--- src/rtl/console_palette.sv ---
// console_palette: text-console colour stage.
// Converts an 8-bit character attribute and a font pixel bit into one RGB pixel.
// The stage has a 16-entry runtime palette, an internal blink generator and a
// two-cycle valid-tracked pipeline.
// Optional feature macro: CONSOLE_BRIGHT_BG_EN. When defined, attribute[7] is a
// background-intensity bit and blinking is never applied.
module console_palette #(
  parameter int unsigned BIT_WIDTH    = 8,
  parameter int unsigned BLINK_FRAMES = 16
) (
  input  logic                   clk,
  input  logic                   reset,
  input  logic                   pal_wr_en,
  input  logic [3:0]             pal_wr_index,
  input  logic [3*BIT_WIDTH-1:0] pal_wr_rgb,
  input  logic                   frame_start,
  input  logic                   in_valid,
  input  logic [7:0]             attribute,
  input  logic                   glyph_pixel,
  output logic                   out_valid,
  output logic [3*BIT_WIDTH-1:0] rgb,
  output logic                   blink_phase
);

  localparam int unsigned RGB_W = 3 * BIT_WIDTH;
  localparam int unsigned CNT_W = (BLINK_FRAMES > 1) ? $clog2(BLINK_FRAMES) : 1;
  localparam logic [CNT_W-1:0] CNT_LAST = CNT_W'(BLINK_FRAMES - 1);
`ifdef CONSOLE_BRIGHT_BG_EN
  localparam bit BLINK_EN = 1'b0;
`else
  localparam bit BLINK_EN = 1'b1;
`endif

  // VGA default colour for a palette index, each channel cut to its top BIT_WIDTH bits
  function automatic logic [RGB_W-1:0] vga_default(input logic [3:0] idx);
    logic [23:0] c;
    logic [7:0]  r, g, b;
    case (idx)
      4'd0:    c = 24'h000000;
      4'd1:    c = 24'h0000AA;
      4'd2:    c = 24'h00AA00;
      4'd3:    c = 24'h00AAAA;
      4'd4:    c = 24'hAA0000;
      4'd5:    c = 24'hAA00AA;
      4'd6:    c = 24'hAA5500;
      4'd7:    c = 24'hAAAAAA;
      4'd8:    c = 24'h555555;
      4'd9:    c = 24'h5555FF;
      4'd10:   c = 24'h55FF55;
      4'd11:   c = 24'h55FFFF;
      4'd12:   c = 24'hFF5555;
      4'd13:   c = 24'hFF55FF;
      4'd14:   c = 24'hFFFF55;
      default: c = 24'hFFFFFF;
    endcase
    r = c[23:16];
    g = c[15:8];
    b = c[7:0];
    return {r[7 -: BIT_WIDTH], g[7 -: BIT_WIDTH], b[7 -: BIT_WIDTH]};
  endfunction

  logic [RGB_W-1:0] pal_q [16];
  logic [RGB_W-1:0] pal_d [16];
  logic [CNT_W-1:0] cnt_q, cnt_d;
  logic             phase_q, phase_d;

  logic             s1_valid_q, s1_valid_d;
  logic [RGB_W-1:0] s1_fg_q, s1_fg_d;
  logic [RGB_W-1:0] s1_bg_q, s1_bg_d;
  logic             s1_glyph_q, s1_glyph_d;
  logic             s1_blink_q, s1_blink_d;
  logic             s1_phase_q, s1_phase_d;

  logic             out_valid_q, out_valid_d;
  logic [RGB_W-1:0] rgb_q, rgb_d;

  logic [3:0]       bg_idx;
  logic             hide;

  // Palette write port; lookups this cycle still see the pre-write contents
  always_comb begin
    pal_d = pal_q;
    if (pal_wr_en) pal_d[pal_wr_index] = pal_wr_rgb;
  end

  // Blink generator: advance on each frame_start, toggle phase on wrap
  always_comb begin
    cnt_d   = cnt_q;
    phase_d = phase_q;
    if (frame_start) begin
      if (cnt_q == CNT_LAST) begin
        cnt_d   = '0;
        phase_d = ~phase_q;
      end else begin
        cnt_d = cnt_q + 1'b1;
      end
    end
  end

  // Stage 1: capture looked-up colours and blink context of a valid pixel
  always_comb begin
`ifdef CONSOLE_BRIGHT_BG_EN
    bg_idx = attribute[7:4];
`else
    bg_idx = {1'b0, attribute[6:4]};
`endif
    s1_valid_d = in_valid;
    s1_fg_d    = s1_fg_q;
    s1_bg_d    = s1_bg_q;
    s1_glyph_d = s1_glyph_q;
    s1_blink_d = s1_blink_q;
    s1_phase_d = s1_phase_q;
    if (in_valid) begin
      s1_fg_d    = pal_q[attribute[3:0]];
      s1_bg_d    = pal_q[bg_idx];
      s1_glyph_d = glyph_pixel;
      s1_blink_d = attribute[7];
      s1_phase_d = phase_q;
    end
  end

  // Stage 2: pick foreground or background; hold colour across bubbles
  always_comb begin
    hide        = BLINK_EN && s1_blink_q && s1_phase_q;
    out_valid_d = s1_valid_q;
    rgb_d       = rgb_q;
    if (s1_valid_q) rgb_d = (s1_glyph_q && !hide) ? s1_fg_q : s1_bg_q;
  end

  // State registers with synchronous reset
  always_ff @(posedge clk) begin
    if (reset) begin
      for (int unsigned i = 0; i < 16; i++) pal_q[i] <= vga_default(4'(i));
      cnt_q       <= '0;
      phase_q     <= 1'b0;
      s1_valid_q  <= 1'b0;
      s1_fg_q     <= '0;
      s1_bg_q     <= '0;
      s1_glyph_q  <= 1'b0;
      s1_blink_q  <= 1'b0;
      s1_phase_q  <= 1'b0;
      out_valid_q <= 1'b0;
      rgb_q       <= '0;
    end else begin
      pal_q       <= pal_d;
      cnt_q       <= cnt_d;
      phase_q     <= phase_d;
      s1_valid_q  <= s1_valid_d;
      s1_fg_q     <= s1_fg_d;
      s1_bg_q     <= s1_bg_d;
      s1_glyph_q  <= s1_glyph_d;
      s1_blink_q  <= s1_blink_d;
      s1_phase_q  <= s1_phase_d;
      out_valid_q <= out_valid_d;
      rgb_q       <= rgb_d;
    end
  end

  assign out_valid   = out_valid_q;
  assign rgb         = rgb_q;
  assign blink_phase = phase_q;

endmodule
--- config.mk ---
export PLATFORM = sky130hd
export DESIGN_NAME = console_palette
export DESIGN_NICKNAME = d
export VERILOG_FILES = /design/src/rtl/console_palette.sv
export SDC_FILE = /design/constraint.sdc
export NUM_CORES = 1
export LEC_CHECK = 0
export CORE_AREA = 5 5 185 205
export DETAILED_ROUTE_END_ITERATION = 7
export DIE_AREA = 0 0 190 210
export PLACE_DENSITY = 0.86
export RECOVER_POWER = 25
export SKIP_CTS_REPAIR_TIMING = 1
export SLEW_MARGIN = 20
export SYNTH_ARGS = -nofsm -noshare
export SYNTH_HDL_FRONTEND = slang
export SYNTH_SLANG_ARGS = --single-unit
--- constraint.sdc ---
create_clock -name clk -period 2.07 [get_ports clk]
set_clock_uncertainty 0.1 [all_clocks]
set_input_delay 0.414 -clock clk [delete_from_list [all_inputs] [get_ports clk]]
set_output_delay 0.414 -clock clk [all_outputs]
set_load 0.01 [all_outputs]
# Word-level counts from Yosys, hierarchy flattened
# Cells that the tools add are included.
dict set report classes {
  n_addsub 1
  n_lt_le_gt_ge 4
  n_eq_ne 1
  mux 11
  bitwise_logic 4
  reduce_logical 5
}
# op count
set ops {}
lappend ops {{384-bit bitwise mux} 1}
lappend ops {{24-bit binary-select mux with 4-bit select} 2}
lappend ops {{24-bit two-way mux} 6}
lappend ops {{24-bit demux with 4-bit select} 1}
lappend ops {{5-bit greater-or-equal comparator, second input constant} 3}
lappend ops {{4-bit NOT with 5-bit output} 2}
lappend ops {{5-bit by 1-bit < comparator with 1-bit output, second input constant} 1}
lappend ops {{3-bit NOT with 5-bit output} 1}
lappend ops {{4-bit by 1-bit adder with 4-bit output, second input constant} 1}
lappend ops {{4-bit == test, second input constant} 1}
lappend ops {{4-bit two-way mux} 1}
lappend ops {{1-bit logical AND} 3}
lappend ops {{2-bit AND reduction} 1}
lappend ops {{1-bit logical NOT} 1}
lappend ops {{1-bit NOT} 1}
dict set report word_totals {
  reg_bits 466
  in_bits 42
  output_inout_bits 26
  wordCells 52
}

# Logic depth before layout (Yosys ltp)
dict set report depth {
  word_depth 6
  depth_mapped 7
  mapped_depth_nobuf 4
}

# Least setup slack after synthesis
# OpenSTA, ideal clock, no wires.
dict set report synth_timing {
  path_type {input-to-reg}
  from {in attribute[4]}
  to {reg s1_bg_q[10]}
  setup_ns 0.138
  arrival_ns 1.409
  required_ns 1.832
  slack_ns 0.423
  cell_stages 4
  path_buffers 1
  cell_sequence {buf_2 -> mux4_2 -> mux2i_1 -> a211oi_1}
}
dict set report synth_via {
  elab_chain_len 4
}
# item line_no
set synth_rtl {}
lappend synth_rtl {{start: declaration} 18} ;# input logic [7:0] attribute,
lappend synth_rtl {{3-bit NOT with 5-bit output (implied by the code)} 115} ;# s1_bg_d = pal_q[bg_idx];
lappend synth_rtl {{24-bit binary-select mux with 4-bit select} 115}
lappend synth_rtl {{24-bit two-way mux (implied by the code) (2 in a row)} 115}
lappend synth_rtl {{end signal: assignment} 150} ;# s1_bg_q <= s1_bg_d;
lappend synth_rtl {{end: declaration} 69} ;# logic [RGB_W-1:0] s1_bg_q, s1_bg_d;
# No other way between the ends. The select of a mux whose other input is x is not followed.
# A chain may end at the register's enable or synchronous reset.

# Worst setup path after layout
dict set report layout_timing {
  from {in pal_wr_index[1]}
  to {reg pal_q[357] (netlist bit)}
}
dict set report layout_via {
  elab_chain_len 6
  elab_cells_between_ends 7
  cone_classes {2 x order compare; 3 x mux; 1 x bitwise; 1 x reduce/logical}
}
# item line_no
set layout_rtl {}
lappend layout_rtl {{start: declaration} 14} ;# input logic [3:0] pal_wr_index,
lappend layout_rtl {{4-bit NOT with 5-bit output (implied by the code) (*)} 83} ;# if (pal_wr_en) pal_d[pal_wr_index] = pal_wr_rgb;
lappend layout_rtl {{5-bit greater-or-equal comparator (implied by the code) or 5-bit by 1-bit < comparator with 1-bit output (tied branches)} 83}
lappend layout_rtl {{1-bit logical AND (implied by the code)} 83}
lappend layout_rtl {{24-bit two-way mux (implied by the code)} 83}
lappend layout_rtl {{24-bit demux with 4-bit select (*)} 83}
lappend layout_rtl {{384-bit bitwise mux (*)} 83}
lappend layout_rtl {{end signal: assignment} 145} ;# pal_q <= pal_d;
lappend layout_rtl {{end: declaration} 62} ;# logic [RGB_W-1:0] pal_q [16];
# Mark *: on every way between the ends. The rest lies on a longest branch, timed or not.

==> impl_metrics.json <==
{
  "status": "finished clean",
  "totalWireLength_um": 66280,
  "fmax_mhz": 500.0,
  "grt_overflow": 0,
  "yosysSeqAreaShare_pct": 43.56,
  "die_h_um": 210,
  "pre_cts_slack_ns": -0.1875,
  "vias_per_cell": 6.447,
  "rows": 73,
  "drv_cap": 0,
  "wl_met1_um": 24080,
  "wire_per_inst_um": 21.53,
  "gp_congestion": 0.8808,
  "grt_pass1_wl_um": 102500,
  "cp.required_ns": 2.46,
  "setup_slack_ns": 0.06984,
  "cts_root_buffer": "clkbuf_16",
  "ys_seq_elements": 466,
  "drc": 0,
  "drive_gt1_share_pct": 10.88,
  "cts.path.max_buffers": 3,
  "p_leak_nw": 10.00,
  "p_per_area_nw_per_um2": 784.6,
  "ys.flop_type": "dfxtp_1",
  "grt_max_degree": 168,
  "core_area_um2": 35710,
  "dieWidth_um": 190,
  "avgSynthCellArea_um2": 8.441,
  "period_needed_ns": 2.000,
  "clk_transition_reported_paths_ns": 0.06,
  "ys_warn_count": 0,
  "dp_hpwl_um": 40120,
  "synthDistinctLibCells": 34,
  "critPathKind": "input port to flip-flop",
  "slowest_stage": "dlygate4sd3_1",
  "synth_top_area_share_pct": 43.56,
  "grtUsageTotal_pct": 31.91,
  "port_buffers": 67,
  "setup-violations-final": 0,
  "setup_tns_ns": 0,
  "clk_latency_ns": 0.57,
  "rsz0062_at_grt": "false",
  "critPathCaptureType": "flip-flop",
  "vias": 19850,
  "antenna_found_initial": 1,
  "detail-route-antenna-nets": 0,
  "wl_met2_um": 30110,
  "crit_path_max_fanout": 12,
  "diodes": 0,
  "first_global_vias": 19480,
  "top_layer_used": "met5",
  "hold_violations": 0,
  "drv_slew": 0,
  "crit_chain": "dlygate4sd3_1 > nand2b_1 > nor2_1 > clkbuf_2 > nand2_1 > a21oi_1",
  "slew_headroom_pct": 28.30,
  "syn-instance-count": 2537,
  "cts_num_sinks": 466,
  "initialDrtViolationCount": 3100,
  "min_path_type": "input port to flip-flop",
  "async_flop_share_pct": 0,
  "finalPower_mw": 19.43,
  "yosysTopAreaCell": "dfxtp_1",
  "syn_area_um2": 21410,
  "post-route-period-util_pct": 96.63,
  "worst-path-buf-inv": 2,
  "io_pins": 68,
  "dieArea_um2": 39900,
  "cpPeakStageDelay_ns": 0.67,
  "htreeDepth": 2,
  "synth_area_leaders": "dfxtp_1 44%, nand2_1 15%, mux2i_1 11%, nand3b_1 6.8%, mux4_2 5.0%",
  "initial_core_util_pct": 59.96,
  "syn-num-nets": 2580,
  "synth.most_common_cell": "nand2_1",
  "worst_pin_slew_ns": 1.075,
  "tritoncts": "built",
  "cp_top_family": "buffers and inverters",
  "yosys-top-cells-count": "830 x nand2_1, 466 x dfxtp_1, 244 x mux2i_1",
  "nNetsFinal": 2600,
  "synth_edf_count": 0,
  "vdd_drop_max_mv": 0.5485,
  "numCtsBuffers": 45,
  "wl_met3_um": 8156,
  "cp-start-kind": "input port",
  "dr.pass1.iters": 6,
  "cp.arrival_ns": 2.39,
  "syn2layout_area_growth_pct": 15.66,
  "final_util_pct": 69.35
}
## report_power, final
group	switching, mW	total, mW	internal [mW]
Combinational	1.15	1.99	0.838
Sequential	0.149	9.36	9.21
Clock	3.49	8.08	4.59
Total	4.79	19.4	14.6
## routing by layer
metal  track usage (%)  vias up
met5                 0        -
met4             17.32        2
met3             7.917      346
met2             51.15     1454
met1             39.77     9388
li1                  -     8661
## final timing paths
check	from	endpoint	slack, ns	depth (start not counted)
min reg2reg	s1_fg_q[2]	s1_fg_q[2]	0.35	2
min	reset	cnt_q[1]	0.06	2
max reg2reg	s1_glyph_q	rgb[9]	0.38	4
max	pal_wr_index[1]	pal_q[357]	0.07	6
## final cells by class
class	count	area, um2
fillers	2464	10950
well taps	487	609.3
clock inverters	10	53.80
multi-input cells	1831	11070
inverters	1	3.754
clock buffers	72	1390
repair buffers	212	2307
flip-flops and latches	466	9329
## sequential cells by signal, summed over array words and instances (netlist names), 4 cells and up
name and count:
cnt_q 4, s1_bg_q 24, s1_fg_q 24, rgb 24, pal_q 384
## cell families after synthesis
family,after synthesis,synth area share (%)
xor gates and xnor gates,2,0.08181
AOI/OAI and AO/OA,341,9.489
adders and majority gates,1,0.05842
buffers and inverters,240,5.036
DFF,466,43.56
muxes,292,16.45
and+or+nand+nor,1195,25.32
## metrics by stage
stage	area (um2)	instances	hold slack [ns]
2_1_floorplan	21410	2537	0.3254
3_3_place_gp	23470	2997	0.3384
3_5_place_dp	23470	2997	0.3404
4_1_cts	24910	3079	0.06213
5_1_grt	24770	3079	0.07655
6_report	24770	3079	0.06310
## layout by cell type (no fill, tap or decap), drive strengths merged
master / instances
clkbuf: 92
mux2i: 244
a21boi: 1
ha: 1
a21oi: 218
inv: 2
nor2b: 7
and2: 1
dlygate4sd3: 2
clkdlybuf4s50: 59
a22oi: 72
and3: 1
nor2: 71
dfxtp: 466
nand3b: 195
nand3: 78
a311oi: 1
nor3b: 1
nand2: 830
nand2b: 2
nor3: 5
a211oi: 48
buf: 131
or3b: 1
xor2: 2
mux4: 48
clkinv: 9
nand4: 1
a41oi: 1
and3b: 2
Note: power is estimated with default switching activity, not from simulation.
